==> src/rtl/serial_tx_unit.sv <==
`default_nettype none
// ============================================================================
// Module   : serial_tx_unit
// Purpose  : Byte-wide write port to UART (8N1, or 8E1 when SERIAL_TX_PARITY_EN
//            is defined) with a small FIFO absorbing bursts from the core.
// Revision : 1.0 - initial release
// ============================================================================
module serial_tx_unit #(
    parameter int CLOCKS_PER_BIT = 543,
    parameter int FIFO_DEPTH     = 16,
    parameter int DATA_WIDTH     = 8
) (
    input  logic                  clk,
    input  logic                  negResetIn,
    input  logic                  serialWE,
    input  logic [DATA_WIDTH-1:0] serialWriteData,
    output logic                  txd,
    output logic                  full,
    output logic                  busy,
    output logic                  overflow
);

    localparam int c_PTR_W  = $clog2(FIFO_DEPTH);
    localparam int c_CNT_W  = c_PTR_W + 1;
    localparam int c_BAUD_W = $clog2(CLOCKS_PER_BIT);
    localparam int c_IDX_W  = (DATA_WIDTH > 1) ? $clog2(DATA_WIDTH) : 1;

    localparam logic [c_BAUD_W-1:0] c_BAUD_RELOAD = c_BAUD_W'(CLOCKS_PER_BIT - 1);
    localparam logic [c_IDX_W-1:0]  c_LAST_BIT    = c_IDX_W'(DATA_WIDTH - 1);
    localparam logic [c_CNT_W-1:0]  c_FULL_COUNT  = c_CNT_W'(FIFO_DEPTH);

    typedef enum logic [2:0] {
        IDLE   = 3'd0,
        START  = 3'd1,
        DATA   = 3'd2,
`ifdef SERIAL_TX_PARITY_EN
        PARITY = 3'd3,
`endif
        STOP   = 3'd4
    } state_t;

    state_t                r_state, w_stateNext;
    logic [c_BAUD_W-1:0]   r_baud, w_baudNext;
    logic [c_IDX_W-1:0]    r_bitIdx, w_bitIdxNext;
    logic [DATA_WIDTH-1:0] r_shift, w_shiftNext;
    logic [c_PTR_W-1:0]    r_rdPtr, r_wrPtr;
    logic [c_CNT_W-1:0]    r_count, w_countNext;
    logic                  r_full;
    logic                  r_overflow;
    logic [DATA_WIDTH-1:0] r_mem [FIFO_DEPTH];
    logic [DATA_WIDTH-1:0] w_head;
    logic                  w_push, w_pop, w_txd;
`ifdef SERIAL_TX_PARITY_EN
    logic                  r_parity, w_parityNext;
`endif

    assign w_push = serialWE && !r_full;
    assign w_head = r_mem[r_rdPtr];

    always_ff @(posedge clk) begin
        if (w_push) begin
            r_mem[r_wrPtr] <= serialWriteData;
        end
    end

    always_comb begin
        w_stateNext  = r_state;
        w_baudNext   = (r_state == IDLE) ? r_baud : r_baud - c_BAUD_W'(1);
        w_bitIdxNext = r_bitIdx;
        w_shiftNext  = r_shift;
        w_pop        = 1'b0;
        w_txd        = 1'b1;
`ifdef SERIAL_TX_PARITY_EN
        w_parityNext = r_parity;
`endif
        case (r_state)
            IDLE: begin
                if (r_count != '0) begin
                    w_pop       = 1'b1;
                    w_shiftNext = w_head;
                    w_baudNext  = c_BAUD_RELOAD;
                    w_stateNext = START;
`ifdef SERIAL_TX_PARITY_EN
                    w_parityNext = ^w_head;
`endif
                end
            end
            START: begin
                w_txd = 1'b0;
                if (r_baud == '0) begin
                    w_baudNext   = c_BAUD_RELOAD;
                    w_bitIdxNext = '0;
                    w_stateNext  = DATA;
                end
            end
            DATA: begin
                w_txd = r_shift[0];
                if (r_baud == '0) begin
                    w_baudNext   = c_BAUD_RELOAD;
                    w_shiftNext  = r_shift >> 1;
                    w_bitIdxNext = r_bitIdx + c_IDX_W'(1);
                    if (r_bitIdx == c_LAST_BIT) begin
`ifdef SERIAL_TX_PARITY_EN
                        w_stateNext = PARITY;
`else
                        w_stateNext = STOP;
`endif
                    end
                end
            end
`ifdef SERIAL_TX_PARITY_EN
            PARITY: begin
                w_txd = r_parity;
                if (r_baud == '0) begin
                    w_baudNext  = c_BAUD_RELOAD;
                    w_stateNext = STOP;
                end
            end
`endif
            STOP: begin
                if (r_baud == '0) begin
                    // Chain straight into the next start bit so frames abut.
                    if (r_count != '0) begin
                        w_pop       = 1'b1;
                        w_shiftNext = w_head;
                        w_baudNext  = c_BAUD_RELOAD;
                        w_stateNext = START;
`ifdef SERIAL_TX_PARITY_EN
                        w_parityNext = ^w_head;
`endif
                    end else begin
                        w_baudNext  = '0;
                        w_stateNext = IDLE;
                    end
                end
            end
            default: begin
                w_stateNext = IDLE;
                w_baudNext  = '0;
            end
        endcase
    end

    always_comb begin
        w_countNext = r_count;
        if (w_push && !w_pop) begin
            w_countNext = r_count + c_CNT_W'(1);
        end else if (!w_push && w_pop) begin
            w_countNext = r_count - c_CNT_W'(1);
        end
    end

    always_ff @(posedge clk or negedge negResetIn) begin
        if (!negResetIn) begin
            r_state    <= IDLE;
            r_baud     <= '0;
            r_bitIdx   <= '0;
            r_shift    <= '0;
            r_rdPtr    <= '0;
            r_wrPtr    <= '0;
            r_count    <= '0;
            r_full     <= 1'b0;
            r_overflow <= 1'b0;
`ifdef SERIAL_TX_PARITY_EN
            r_parity   <= 1'b0;
`endif
        end else begin
            r_state  <= w_stateNext;
            r_baud   <= w_baudNext;
            r_bitIdx <= w_bitIdxNext;
            r_shift  <= w_shiftNext;
            r_count  <= w_countNext;
            r_full   <= (w_countNext == c_FULL_COUNT);
`ifdef SERIAL_TX_PARITY_EN
            r_parity <= w_parityNext;
`endif
            if (w_pop) begin
                r_rdPtr <= r_rdPtr + c_PTR_W'(1);
            end
            if (w_push) begin
                r_wrPtr <= r_wrPtr + c_PTR_W'(1);
            end
            // A write against a full FIFO is lost even if a pop frees space this cycle.
            if (serialWE && r_full) begin
                r_overflow <= 1'b1;
            end
        end
    end

    assign txd      = w_txd;
    assign full     = r_full;
    assign busy     = (r_state != IDLE) || (r_count != '0);
    assign overflow = r_overflow;

endmodule
`default_nettype wire

==> config.mk <==
export PLATFORM = sky130hd
export DESIGN_NAME = serial_tx_unit
export DESIGN_NICKNAME = d
export VERILOG_FILES = /design/src/rtl/serial_tx_unit.sv
export SDC_FILE = /design/constraint.sdc
export NUM_CORES = 1
export LEC_CHECK = 0
export ABC_CLOCK_PERIOD_IN_PS = 2790
export CELL_PAD_IN_SITES_DETAIL_PLACEMENT = 0
export CELL_PAD_IN_SITES_GLOBAL_PLACEMENT = 1
export CORE_MARGIN = 4
export CORE_UTILIZATION = 40
export CTS_CLUSTER_SIZE = 14
export DETAILED_ROUTE_END_ITERATION = 10
export PLACE_DENSITY_LB_ADDON = 0.3
export SYNTH_ARGS = -nofsm -noshare
export SYNTH_HDL_FRONTEND = slang
export SYNTH_SLANG_ARGS = --single-unit
==> constraint.sdc <==
create_clock -name clk -period 2.79 [get_ports clk]
set_input_delay 0.4185 -clock clk [delete_from_list [all_inputs] [get_ports clk]]
set_output_delay 0.4185 -clock clk [all_outputs]
set_load 0.005 [all_outputs]
Yosys cells after proc, flatten, opt, wreduce, memory -nomap -nowiden
Memory sizes are Yosys's and may differ from the RTL's.
Index checks and enable logic that the tools add are counted.
{ "word_totals": {"regBits": 39, "latch_bits": 0, "ram_bits": 128, "rom_bits": 0, "input_bits": 11, "output_inout_bits": 4, "word_cells": 72, "mem_count": 1} }
{ "mem_list": {"columns": ["memory", "words", "width", "read_ports", "rd_ports_with_merged_regs", "write_ports", "line_no", "rtl"], "rows": [
  ["r_mem", 16, 8, 1, 0, 1, "50", "logic [DATA_WIDTH-1:0] r_mem [FIFO_DEPTH];"]
]} }
{ "op_classes": {"add_sub_neg": 6, "multipliers": 0, "div_mod_pow": 0, "order_cmp": 0, "eq_ne": 10, "n_shift": 0, "mux": 28, "bitwise_logic": 0, "n_reduce_logical": 18} }
{ "op_table": {"columns": ["op", "n"], "rows": [
  ["$mux 10", 5],
  ["$pmux 10 s3", 1],
  ["$mux 8", 3],
  ["$pmux 8 s3", 1],
  ["$mux 3", 7],
  ["$pmux 3 s4", 1],
  ["$logic_not 10->1", 1],
  ["$mux 5", 2],
  ["$sub 10x1->10 const B", 1],
  ["$add 4x1->4 const B", 2],
  ["$ne 2x2->1 const B", 4],
  ["$eq 3x3->1 const B", 2],
  ["$pmux 3 s2", 1],
  ["$reduce_and 3->1", 2],
  ["$reduce_bool 3->1", 2],
  ["$add 5x1->5 const B", 1],
  ["$eq 5x5->1 const B", 1],
  ["$mux 1", 5],
  ["$reduce_and 5->1", 1],
  ["$reduce_bool 5->1", 1],
  ["$sub 5x1->5 const B", 1],
  ["$logic_and 1x1->1", 4],
  ["$pmux 1 s2", 2],
  ["$add 3x1->3 const B", 1],
  ["other kinds (8)", 10]
]} }

Logic depth before layout (Yosys ltp)
{ "logic_depth": {"word_depth": 8, "depth_mapped": 9, "depth_no_buf": 8} }

Worst setup path before layout
Ideal clock, no wire load.
{ "synth_path": {"kind": "flip-flop to flip-flop", "startpoint": "register r_count[0]", "endpoint": "register r_baud[3]", "setup_time_ns": 0.126, "arrival_time_ns": 1.878, "required_time_ns": 2.664, "path_slack_ns": 0.786, "path_stages_with_launch": 8, "path_buffers": 0, "period_less_slack_ns": 2.004, "cell_sequence": "dfrtp_1 > inv_1 > ha_1 > nor4b_4 > nand4_1 > a21oi_2 > o21ai_1 > a221o_1"} }
{ "synth_between": {"elab_chain_len": 4, "word_cells_on_any_way": 5, "cone_classes": "mux: 4; reduce/logical: 1"} }
{ "synth_lines": {"columns": ["element", "line_no", "rtl"], "rows": [
  ["from (decl)", "47", "logic [c_CNT_W-1:0] r_count, w_countNext;"],
  ["from (signal assigned)", "172", "r_count <= w_countNext;"],
  ["$reduce_bool 5->1 *", "78, 123", null],
  ["$mux 10", "123", "if (r_count != '0) begin"],
  ["$mux 10", "121", "if (r_baud == '0) begin"],
  ["$pmux 10 s3 *", "76", "case (r_state)"],
  ["via w_baudNext[3]", "43", "logic [c_BAUD_W-1:0] r_baud, w_baudNext;"],
  ["to (signal assigned)", "169", "r_baud <= w_baudNext;"],
  ["to (decl)", "43", null]
]} }
Mark *: on every way through the listed nets, which the timed path passes. The rest lies on a longest branch.
A chain may end at the register's enable or synchronous reset.

Worst setup path in the final report
{ "layout_path": {"startpoint": "register r_count[0]", "endpoint": "output busy"} }
{ "layout_between": {"elab_chain_len": 2} }
{ "layout_lines": {"columns": ["element", "line_no", "rtl"], "rows": [
  ["$reduce_bool 5->1", "192", "assign busy = (r_state != IDLE) || (r_count != '0);"],
  ["$logic_or 1x1->1", "192", null],
  ["to (decl)", "19", "output logic busy,"]
]} }
Every way passes these cells.

==> metrics.cfg <==
[outcome]
run_status=complete, no violations

[timing]
totalNegativeSetupSlack_ps=0
worst-slew-pin-transition_ps=927
grt_setup_unrepaired=no
timing.fmax_mhz=394
final-max-slew-violation-count=0
finalWorstPathRequiredPeriod_ps=2540
setup_viol_count_final=0
timing.slew.headroom_pct=38.2
finalHoldViolCount=0
portion_of_the_clock_cycle_consumed_by_the_worst_path_in_the_final_layout_pct=91.1
worst_clock_skew_ps=16.3

[detailed_routing]
wl_met1_um=6720
drt_pass1_iterations=4
detailroute.wirelength.met3_um=534
dr_wl_met2_um=7250
via_count=3793
detail_route.wl_per_cell_um=21.4
route.final.wire_length_um=14700
number_of_nets_still_failing_antenna_checks_after_routing=0
drt_iter0_drc=222
top_sig_layer=met4
number_of_vias_per_cell_after_detailed_routing=5.53
drt_drc_violations_left=0

[worst_setup_path]
setup.worst_path.class=reg2out
crit_path_max_fanout=5
timing.reg2reg.worst_path_depth=7
critical_path_required_ps=2370
crit-reg2reg-capture=r_shift[4]
startpoint_type=register
critical_path.reg2reg.startpoint=r_count[0]
critical_path_arrival_ps=2120
reg2reg_setup_slack_ps=450
setup.worst_path.end_class=output pin

[synth]
synth.yosys.seq_area_share_pct=66.7
post_synth_instance_area_um2=7230
number_of_warnings_printed_during_yosys_synthesis=0
ys_top_cells_by_area=edfxtp_1 (53%), dfrtp_1 (13%), mux4_2 (12%)
ys_ff_latch=167
avgSynthCellArea_um2=17.1
postSynth.asyncResetShare_pct=23.4
synth_fp_nets=445
synth_edf_count=128
post-synth-top-area-fraction_pct=53.2
yosysTopAreaCell=edfxtp_1
post_synth_inst_count=423
dominantRegCellSynth=edfxtp_1
synth_cell_type_count=60

[global_route]
grtUsageTotal_pct=15.4
grt_max_degree=40
total_global_routing_overflow=0
antenna_found_initial=0
wire_length_of_the_first_global_routing_pass_um=23200
via_count_of_the_first_global_routing_pass=3863

[floorplanning]
floorplan.io_pins=15
core_um2=17500
row_count=48
dieArea_um2=20300
floorplan.initialDensity_pct=41.4
die_h_um=142
dieWidth_um=142

[finish]
area_used_by_sequential_logic_in_the_layout_um2=4820
layout.cells.most_common=edfxtp_1
layout-area-overhead-vs-synth_pct=13.3
postLayoutCoreUtil_pct=46.9
final_layout_size_suffix_gt1_share_pct=21.3
layout_common_cells=edfxtp_1 (128), mux4_2 (40), dfrtp_1 (38)
multiInputGateArea_um2=2280
final_instance_count_excl_fillers=686
fin_nets=470
diodes=0
final.fill_count=1481

[clock_network]
cts.reportedPaths.clkPinSlew_ps=70
tritoncts=built
cts_sinks=167
post_cts_resized=0
number_of_cts_inserted_buffers=17
postCtsSetupBuffers=0
cts-htree-levels=4
root_buffer=clkbuf_16
postCtsHoldBufs=0
clock_insertion_delay_worst_skew_ps=430
max-clock-path-buffers=2

[place]
dp.cells=652
portBuffers=14
detailed_place_hpwl_um=9710
routability_congestion_estimate=0.791

[power_and_ir_drop]
leakage_nw=2.81
worst_ir_drop_vdd_v=0.000507
power-per-cell-area_nw_per_um2=742

[hold_path]
min_path_type=in2async

[flow_run]
drv_cap=0

## report_power, final
group	leakage, nW	internal, mW	total (mW)	switching [mW]
registers	1.61	2.95	3.09	0.142
clock network	0.278	1.26	2.28	1.02
logic	0.914	0.296	0.713	0.417
## how the worst max path moves through the flow
stage | start | to | slack [ps] | cells past startpoint
finish | r_count[0] | busy | 250 | 5
global placement | serialWE | r_mem[4][6] | 410 | 5
CTS | r_count[0] | busy | 110 | 5
detailed placement | serialWE | r_mem[0][1] | 430 | 4
floorplan | r_count[0] | r_baud[3] | 790 | 7
global route | r_count[0] | busy | 120 | 5
## registers in the layout, indices dropped and copies added, names as in the netlist
name and count:
r_mem 128, r_baud 10, r_shift 8, r_count 5
r_rdPtr 4, r_wrPtr 4, r_bitIdx 3, r_state 3
full 1, overflow 1
## layer usage
layer | global-route usage, % | vias to the layer above
met3 | 3.09 | 10
met2 | 24.0 | 81
met4 | 4.80 | 0
met1 | 21.9 | 1974
met5 | 0 | -
li1 | - | 1728
## metrics by stage
stage          cell area (µm²)  worst slack [ps]  total power [mW]  hold WS, ps
4_1_cts                   8180               115              6.14          169
6_report                  8190               249              6.08          129
5_1_grt                   8190               115              6.35          214
3_5_place_dp              7610               435              3.86          448
3_3_place_gp              7610               407              3.85          440
2_1_floorplan             7230               786              3.58          123
## cells by family (layout without fill, tap and decap cells)
kind of cell               count (synthesis)  in the layout  share of synthesized area [%]
muxes                                     53             53                           14.3
adders and majority gates                 11             11                           1.90
buffers and inverters                     24             62                           1.78
and+or+nand+nor                          101            101                           8.38
xor gates and xnor gates                   9              9                           1.19
AOI/OAI and AO/OA                         58             58                           5.75
DFF                                      167            167                           66.7
## layout make-up
class / count / area share, %
clock buffer: 18 / 5.24
clock inverter: 14 / 1.70
inverter: 7 / 0.321
multi-input combinational: 232 / 27.8
sequential: 167 / 58.8
tap: 225 / 3.44
timing repair buffer: 23 / 2.63
## synthesized netlist by cell type (4+ instances only)
| cell | n |
|---|---|
| nor2_1 | 19 |
| inv_1 | 7 |
| clkbuf_1 | 8 |
| mux2_2 | 4 |
| a21oi_1 | 11 |
| mux2i_1 | 9 |
| nand2b_1 | 4 |
| xnor2_1 | 5 |
| nand4_1 | 5 |
| nand3b_1 | 5 |
| nor3_1 | 5 |
| a22o_1 | 6 |
| mux4_2 | 40 |
| dfrtp_1 | 39 |
| buf_6 | 4 |
| o21ai_1 | 10 |
| ha_1 | 11 |
| o21ai_0 | 10 |
| nand2_1 | 23 |
| edfxtp_1 | 128 |
| and2_1 | 17 |
## worst max-delay path, cell delays in order, from the launching register on
cell             delay [ps]
dfrtp_1                 430
inv_1                   130
ha_1                    200
nor4b_4                 300
nand2_1                 170
clkdlybuf4s50_1         470
Note: power is estimated with default switching activity, not from simulation.
